===== src/rtl/servo_pos_arbiter.sv =====
// Two-requester servo position arbiter: frame-aligned grants, rate-limited moves, registered PWM.
// Optional build macro SERVO_ARB_ROUND_ROBIN_EN selects round-robin tie-breaking (default: A wins ties).
module servo_pos_arbiter #(
    parameter int FRAME_TICKS = 20000,
    parameter int PULSE_MIN   = 400,
    parameter int CTRL_MAX    = 2200,
    parameter int STEP        = 10
) (
    input  logic        mclk,
    input  logic        rst,
    input  logic        req_a,
    input  logic        req_b,
    input  logic [11:0] tgt_a,
    input  logic [11:0] tgt_b,
    input  logic        freeze,
    output logic        gnt_a,
    output logic        gnt_b,
    output logic        done,
    output logic        busy,
    output logic [11:0] control,
    output logic        servo
);

    localparam int              CW         = (FRAME_TICKS > 2) ? $clog2(FRAME_TICKS) : 1;
    localparam logic [CW-1:0]   CNT_LAST   = CW'(FRAME_TICKS - 1);
    localparam logic [11:0]     CTRL_MAX_V = 12'(CTRL_MAX);
    localparam logic [11:0]     STEP_V     = 12'(STEP);

    localparam logic [1:0] S_IDLE  = 2'd0;
    localparam logic [1:0] S_GRANT = 2'd1;
    localparam logic [1:0] S_MOVE  = 2'd2;
    localparam logic [1:0] S_DONE  = 2'd3;

    logic [CW-1:0] cnt_q, cnt_d;
    logic [1:0]    state_q, state_d;
    logic [11:0]   control_q, control_d;
    logic [11:0]   target_q, target_d;
    logic          servo_q, servo_d;
    logic          gnt_a_q, gnt_a_d;
    logic          gnt_b_q, gnt_b_d;
    logic          done_q, done_d;
    logic          busy_q, busy_d;
    logic          boundary_s;
    logic          win_b_s;
    logic [11:0]   next_ctrl_s;
    logic [31:0]   pulse_end_s;
`ifdef SERVO_ARB_ROUND_ROBIN_EN
    logic          last_b_q, last_b_d;
`endif

    function automatic logic [11:0] clamp_ctrl(input logic [11:0] v);
        if (v > CTRL_MAX_V) begin
            clamp_ctrl = CTRL_MAX_V;
        end else begin
            clamp_ctrl = v;
        end
    endfunction

    // Move at most STEP toward tgt; the guarded +/- can never wrap 12 bits.
    function automatic logic [11:0] step_toward(input logic [11:0] cur, input logic [11:0] tgt);
        if (tgt > cur) begin
            if ((tgt - cur) <= STEP_V) begin
                step_toward = tgt;
            end else begin
                step_toward = cur + STEP_V;
            end
        end else begin
            if ((cur - tgt) <= STEP_V) begin
                step_toward = tgt;
            end else begin
                step_toward = cur - STEP_V;
            end
        end
    endfunction

    // Next-state, arbitration and datapath logic.
    always_comb begin
        boundary_s  = (cnt_q == {CW{1'b0}});
        cnt_d       = (cnt_q == CNT_LAST) ? {CW{1'b0}} : cnt_q + CW'(1'b1);
        pulse_end_s = 32'(PULSE_MIN) + {20'd0, control_q};
        servo_d     = (32'(cnt_q) < pulse_end_s);
        next_ctrl_s = step_toward(control_q, target_q);
`ifdef SERVO_ARB_ROUND_ROBIN_EN
        win_b_s     = req_b & (~req_a | ~last_b_q);
        last_b_d    = last_b_q;
`else
        win_b_s     = req_b & ~req_a;
`endif
        state_d     = state_q;
        control_d   = control_q;
        target_d    = target_q;
        gnt_a_d     = 1'b0;
        gnt_b_d     = 1'b0;
        case (state_q)
            S_IDLE: begin
                if (boundary_s && (req_a || req_b)) begin
                    state_d  = S_GRANT;
                    target_d = clamp_ctrl(win_b_s ? tgt_b : tgt_a);
                    gnt_a_d  = ~win_b_s;
                    gnt_b_d  = win_b_s;
`ifdef SERVO_ARB_ROUND_ROBIN_EN
                    last_b_d = win_b_s;
`endif
                end else begin
                    state_d = S_IDLE;
                end
            end
            S_GRANT: begin
                state_d = S_MOVE;
            end
            S_MOVE: begin
                // A zero-length move still waits for a boundary before completing.
                if (boundary_s && !freeze) begin
                    control_d = next_ctrl_s;
                    if (next_ctrl_s == target_q) begin
                        state_d = S_DONE;
                    end else begin
                        state_d = S_MOVE;
                    end
                end else begin
                    state_d = S_MOVE;
                end
            end
            S_DONE: begin
                state_d = S_IDLE;
            end
            default: begin
                state_d = S_IDLE;
            end
        endcase
        done_d = (state_d == S_DONE);
        busy_d = (state_d == S_MOVE);
    end

    // State and output registers with asynchronous reset.
    always_ff @(posedge mclk or posedge rst) begin
        if (rst) begin
            cnt_q     <= {CW{1'b0}};
            state_q   <= S_IDLE;
            control_q <= 12'd0;
            target_q  <= 12'd0;
            servo_q   <= 1'b0;
            gnt_a_q   <= 1'b0;
            gnt_b_q   <= 1'b0;
            done_q    <= 1'b0;
            busy_q    <= 1'b0;
`ifdef SERVO_ARB_ROUND_ROBIN_EN
            last_b_q  <= 1'b1;
`endif
        end else begin
            cnt_q     <= cnt_d;
            state_q   <= state_d;
            control_q <= control_d;
            target_q  <= target_d;
            servo_q   <= servo_d;
            gnt_a_q   <= gnt_a_d;
            gnt_b_q   <= gnt_b_d;
            done_q    <= done_d;
            busy_q    <= busy_d;
`ifdef SERVO_ARB_ROUND_ROBIN_EN
            last_b_q  <= last_b_d;
`endif
        end
    end

    assign gnt_a   = gnt_a_q;
    assign gnt_b   = gnt_b_q;
    assign done    = done_q;
    assign busy    = busy_q;
    assign control = control_q;
    assign servo   = servo_q;

endmodule


===== config.mk =====
export PLATFORM = sky130hd
export DESIGN_NAME = servo_pos_arbiter
export DESIGN_NICKNAME = d
export VERILOG_FILES = /design/src/rtl/servo_pos_arbiter.sv
export SDC_FILE = /design/constraint.sdc
export NUM_CORES = 1
export LEC_CHECK = 0
export ABC_CLOCK_PERIOD_IN_PS = 3500
export CAP_MARGIN = 10
export CORE_AREA = 2 2 123 173
export CTS_CLUSTER_DIAMETER = 150
export CTS_CLUSTER_SIZE = 40
export DETAILED_ROUTE_END_ITERATION = 10
export DIE_AREA = 0 0 125 175
export SETUP_SLACK_MARGIN = 0.05
export SYNTH_ARGS = -nofsm -noshare
export SYNTH_HDL_FRONTEND = slang
export SYNTH_SLANG_ARGS = --single-unit

===== constraint.sdc =====
create_clock -name mclk -period 3.5 [get_ports mclk]
set_input_delay 0.7 -clock mclk [delete_from_list [all_inputs] [get_ports mclk]]
set_output_delay 0.7 -clock mclk [all_outputs]
set_load 0.005 [all_outputs]

==> results of run 1 <==
[power groups by stage]
stage          sequential (mW)  clock, mW  combinational [mW]
2_1_floorplan            0.576          0               0.421
3_3_place_gp             0.575          0               0.656
3_5_place_dp             0.575          0               0.657
4_1_cts                  0.565      0.565               0.687
5_1_grt                  0.567      0.583               0.806
6_report                 0.565      0.558               0.745
[how the worst min path moves through the flow]
stage                     cells after the start  slack [ns]                  end
after floorplan                               1        0.48   cnt_q[4]$_DFF_PP0_
after global placement                        1        0.51   cnt_q[4]$_DFF_PP0_
after detailed placement                      1        0.53   cnt_q[4]$_DFF_PP0_
after CTS                                     1        0.54   cnt_q[4]$_DFF_PP0_
after global routing                          1        0.57  cnt_q[13]$_DFF_PP0_
final                                         1        0.53   cnt_q[4]$_DFF_PP0_
[sequential cells by signal, indices dropped and copies added, names as in the netlist]
name,cells
target_q,12
busy,1
done,1
state_q,2
gnt_b,1
gnt_a,1
control,12
cnt_q,15
servo,1
[routing by layer]
layer  track usage, %  up-vias  part of all wire, %
li1                 -     2336                    -
met1             15.6     2313                   40
met2             26.9      138                   55
met3             1.07       34                  2.6
met4             6.16        0                  3.3
met5                0        -                    0
[logic make-up after synthesis]
group,after synthesis,synth area share [%]
buffers and inverters,65,6.97
AO/OA/AOI/OAI,178,25.9
adder cells (fa/ha/maj),45,12.1
AND/OR/NAND/NOR,178,19.3
flip-flops,46,24.0
multiplexers,15,3.34
XOR/XNOR,46,8.40
[placed cells by master (no fill, tap or decap), types with 10 or more instances in the layout]
cell	instances
nand2_1	46
nor2_1	37
xor2_1	16
xnor2_1	29
inv_1	37
nand4_1	11
dfrtp_1	46
o21ai_1	13
ha_1	40
buf_4	96
a21oi_1	42
nand2b_1	10
a211oi_1	11
nand3_1	18
nor3_1	10
o22ai_1	10
o21ai_0	33
clkdlybuf4s50_1	45
[timing repair]
item / 4_1_cts / 5_1_grt
setup buffers: 7 / 5
pin swaps: 7 / 14
cloned: 1 / 0
setup endpoints to repair: 5 / 14
gates resized for setup: 9 / 24
[cell type report]
cell class,count,area [µm²]
clock inverters,2,37.5
inverters,41,154
multi-input cells,463,3470
well taps,256,320
clock buffers,6,129
fillers,2198,13900
repair buffers,144,1200
flip-flops and latches,46,1150
[critical path, cell delays in order (launching register included)]
cell and delay [ns]:
dfrtp_1 0.39, inv_2 0.08, ha_4 0.13, inv_2 0.03
fa_2 0.33, a21o_1 0.21, a221oi_4 0.30, buf_4 0.18
xor2_2 0.14, o31ai_2 0.10, nor4_4 0.40, buf_4 0.20
a21oi_4 0.08, o21ai_2 0.08, and3_4 0.21, a211oi_1 0.07
o41ai_4 0.39, and2_1 0.18
==> results.json, run 1 <==
{
  "track_usage_pct": 14.0,
  "dp_hpwl_um": 12300,
  "drv_slew": 0,
  "antenna_found_initial": 0,
  "stdcell_count": 958,
  "period_share_pct": 102,
  "r2r-start": "target_q[0]$_DFFE_PP0P_",
  "synth_edf_count": 0,
  "netlist_area_um2": 4790,
  "netlist_instances": 573,
  "pre_cts_ws_ns": -0.178,
  "rows": 62,
  "tightestPinTransition_ns": 1.02,
  "start_kind": "flop",
  "cts_tree": "built",
  "dpl.cell_count": 937,
  "syn2layout_area_growth_pct": 35.0,
  "cp.arrival_ns": 3.82,
  "diodes": 0,
  "finClkSkew_ns": 0.00722,
  "ys_ff_latch": 46,
  "switching_share_pct": 33.8,
  "cts_hold_buf": 0,
  "io_pins": 46,
  "hp-class": "flop to flop",
  "pwr-share-comb_pct": 39.9,
  "ys_seq_area_share_pct": 24.0,
  "start_util_pct": 23.6,
  "r2r-end": "done$_DFF_PP0_",
  "clockBufferDepth": 2,
  "drive_gt1_share_pct": 22.6,
  "first_pass_iters": 5,
  "hold_viol": 0,
  "fmax_mhz": 279,
  "power.internal_mw": 1.24,
  "drcViolationCount": 0,
  "cp_max_fo": 5,
  "tns_ns": -0.113,
  "routed_wl_um": 15600,
  "yosys-top-cells-count": "dfrtp_1 (46), nand2_1 (46), ha_1 (43)",
  "worstSetupEndpointType": "flop",
  "postLayoutCellArea_um2": 6470,
  "yosys_most_used_dff": "dfrtp_1",
  "fin_nets": 775,
  "p_switching_mw": 0.632,
  "core_area_um2": 20300,
  "port_buffers": 45,
  "maxSlewHeadroom_pct": 31.9,
  "cp_data_required_time_ns": 3.74,
  "grt-ovfl-total": 0,
  "clkPwrFrac_pct": 29.9,
  "worstHoldStart": "cnt_q[4]$_DFF_PP0_",
  "synthesis.nets": 647,
  "gp_congestion": 0.919,
  "drt-vias-per-instance": 5.03,
  "dieWidth_um": 125,
  "synth.avg_cell_area_um2": 8.37,
  "clockRootBuffer": "clkbuf_16",
  "endpoint": "done$_DFF_PP0_",
  "finalPower_mw": 1.87,
  "drt_iter0_markers": 263,
  "setup_viol": 2,
  "clk_latency_ns": 0.30,
  "htree_levels": 2,
  "grt_pass1_wl_um": 24800,
  "violations": "setup timing",
  "status": "finished, violations left",
  "fin_ws_ns": -0.0835,
  "grt_start_max_net_pins": 47,
  "maxCapViolations": 0,
  "synthArstFlopShare_pct": 100,
  "cts.clk_slew.worst_paths_ns": 0.07,
  "dr_total_vias": 4821,
  "leakage_nw": 2.78,
  "yosysUniqueCellTypes": 80,
  "synth_top_area_share_pct": 24.0,
  "r2r_setup_slack_ns": -0.08,
  "die_h_um": 175,
  "crit_start": "target_q[0]$_DFFE_PP0P_",
  "critical_path_class": "flop to flop",
  "min_period_ns": 3.58,
  "placed_area_um2": 6040,
  "final_antenna_net_count": 0,
  "netlist.top_cell.by_area": "dfrtp_1",
  "wl_per_cell_um": 16.3,
  "cts_sinks": 46,
  "sequentialPowerShare_pct": 30.3,
  "timing.hold.ws_ns": 0.535,
  "yosys_warnings": 0,
  "grt_pass1_vias": 4807,
  "p_per_area_nw_per_um2": 289,
  "final_util_pct": 31.8,
  "rsz0062_at_grt": "true",
  "cts_inserted_buffers": 5,
  "synth_area_leaders": "dfrtp_1 (24%), ha_1 (11%), xnor2_1 (5.3%)",
  "rr_worst_depth": 17,
  "ir_drop_mv": 0.244,
  "dieArea_um2": 21900
}
No activity file was read; power rests on OpenSTA's default activity.
==> run 2: changes to the inputs <==
==> constraint.sdc (replaced) <==
create_clock -name mclk -period 3.5 [get_ports mclk]
set_input_delay 0.7 -clock mclk [delete_from_list [all_inputs] [get_ports mclk]]
set_output_delay 0.7 -clock mclk [all_outputs]
set_load 0.02 [all_outputs]
==> results.json, run 2 (synthesis results as in run 1) <==
{
  "cts.clk_slew.worst_paths_ns": 0.06,
  "rr_worst_depth": 16,
  "grt-ovfl-total": 0,
  "cts_tree": "built",
  "fmax_mhz": 280,
  "hold_depth": 1,
  "diodes": 0,
  "r2r-end": "done$_DFF_PP0_",
  "final_antenna_net_count": 0,
  "dp_hpwl_um": 12300,
  "clockBufferDepth": 2,
  "period_share_pct": 102,
  "seqCellArea_um2": 1160,
  "rows": 62,
  "maxSlewHeadroom_pct": 50.5,
  "cp_max_fo": 5,
  "first_pass_iters": 5,
  "drt_iter0_markers": 172,
  "setup_viol": 3,
  "clk_latency_ns": 0.29,
  "gp_congestion": 0.925,
  "mostFrequentLayoutCell": "buf_4",
  "timing.hold.ws_ns": 0.528,
  "p_per_area_nw_per_um2": 287,
  "syn2layout_area_growth_pct": 36.7,
  "final_util_pct": 32.2,
  "drt-vias-per-instance": 5.05,
  "core_area_um2": 20300,
  "status": "finished, violations left",
  "grt_pass1_wl_um": 25500,
  "dr_total_vias": 4820,
  "cts_inserted_buffers": 5,
  "maxCapViolations": 0,
  "r2r_setup_slack_ns": -0.07,
  "clockRootBuffer": "clkbuf_16",
  "min_to": "cnt_q[4]$_DFF_PP0_",
  "hp-class": "flop to flop",
  "largest_register_ff_count": 15,
  "dieArea_um2": 21900,
  "critical_path_class": "flop to flop",
  "drv_slew": 0,
  "io_pins": 46,
  "cts_sinks": 46,
  "leakage_nw": 2.80,
  "track_usage_pct": 14.3,
  "multi_input_area_um2": 3550,
  "hold_viol": 0,
  "finClkSkew_ns": 0.00515,
  "drcViolationCount": 0,
  "violations": "setup timing",
  "r2r-start": "target_q[0]$_DFFE_PP0P_",
  "grt_pass1_vias": 4926,
  "layout_common_cells": "buf_4 (88), nand2_1 (45), clkdlybuf4s50_1 (45), a21oi_1 (40), ha_1 (40)",
  "worstHoldStart": "cnt_q[4]$_DFF_PP0_",
  "start_util_pct": 23.6,
  "fillers": 2162,
  "start_kind": "flop",
  "worstSetupEndpointType": "flop",
  "tightestPinTransition_ns": 0.741,
  "routed_wl_um": 15800,
  "cp_data_required_time_ns": 3.73,
  "finalPower_mw": 1.88,
  "ir_drop_mv": 0.235,
  "largest_register": "cnt_q",
  "wl_per_cell_um": 16.5,
  "grt_start_max_net_pins": 34,
  "antenna_found_initial": 0,
  "fin_nets": 771,
  "fin_ws_ns": -0.0669,
  "port_buffers": 45,
  "dieWidth_um": 125,
  "min_period_ns": 3.57,
  "drive_gt1_share_pct": 24.5,
  "die_h_um": 175,
  "rsz0062_at_grt": "true",
  "htree_levels": 2,
  "cp.arrival_ns": 3.80
}
run 2: cell types whose count changed in the layout (fill, tap and decap cells not counted), moves of 3 or more:
cell / change
a211oi_1: -3
buf_4: -8
dfrtp_2: +7
dfrtp_1: -7
a211oi_2: +3
buf_6: +3
run 2: cell type report:
type,count,share of cell area (%)
multi-input combinational,463,54.2
timing repair buffer,140,18.3
sequential,46,17.7
tap,256,4.89
inverter,41,2.41
clock buffer,6,1.97
clock inverter,2,0.573
run 2: critical path, cell delays in order (launching register included):
cell and delay [ns]:
dfrtp_1 0.39, inv_2 0.08, ha_4 0.14, inv_2 0.04, fa_2 0.36, a21o_1 0.21, a221oi_4 0.27, o21bai_1 0.13
xor2_1 0.21, a2111oi_4 0.32, buf_4 0.19, a21oi_4 0.08, a22oi_2 0.22, mux2i_1 0.13, and2_4 0.16, o41ai_4 0.39
and2_1 0.17
run 2: per-stage QoR:
stage	cells	TNS, ns	worst slack [ns]	instance area [µm²]
2_1_floorplan	573	0	0.0657	4820
3_3_place_gp	923	-0.579	-0.224	5970
3_5_place_dp	923	-0.756	-0.274	5970
4_1_cts	951	-0.0295	-0.0243	6390
5_1_grt	954	-0.643	-0.216	6550
6_report	954	-0.142	-0.0669	6550
run 2: worst max path at each step:
stage	startpoint	endpoint	cells after the start
detailed placement	control[1]$_DFFE_PP0P_	done$_DFF_PP0_	14
floorplan	control[4]$_DFFE_PP0P_	done$_DFF_PP0_	17
CTS	target_q[0]$_DFFE_PP0P_	done$_DFF_PP0_	17
global route	control[4]$_DFFE_PP0P_	done$_DFF_PP0_	15
finish	target_q[0]$_DFFE_PP0P_	done$_DFF_PP0_	16
global placement	control[1]$_DFFE_PP0P_	done$_DFF_PP0_	14
run 2: metal layers:
layer	track usage (%)	wire length, µm	share of wire (%)
met2	28.8	8790	56
met4	5.05	498	3.2
met5	0	0	0
met1	15.5	6030	38
met3	0.919	453	2.9
run 2: what timing repair did:
item,4_1_cts,5_1_grt
cloned,1,0
pin swaps,24,16
buffers inserted,19,4
resized for setup,23,29
endpoints found under the setup margin,10,14
hold buffers,0,0
run 2: power breakdown:
part           leakage (nW)  internal [mW]  switching (mW)
sequential            0.561          0.549          0.0160
clock                0.0771          0.337           0.208
combinational          2.16          0.356           0.411
total                  2.80           1.24           0.635
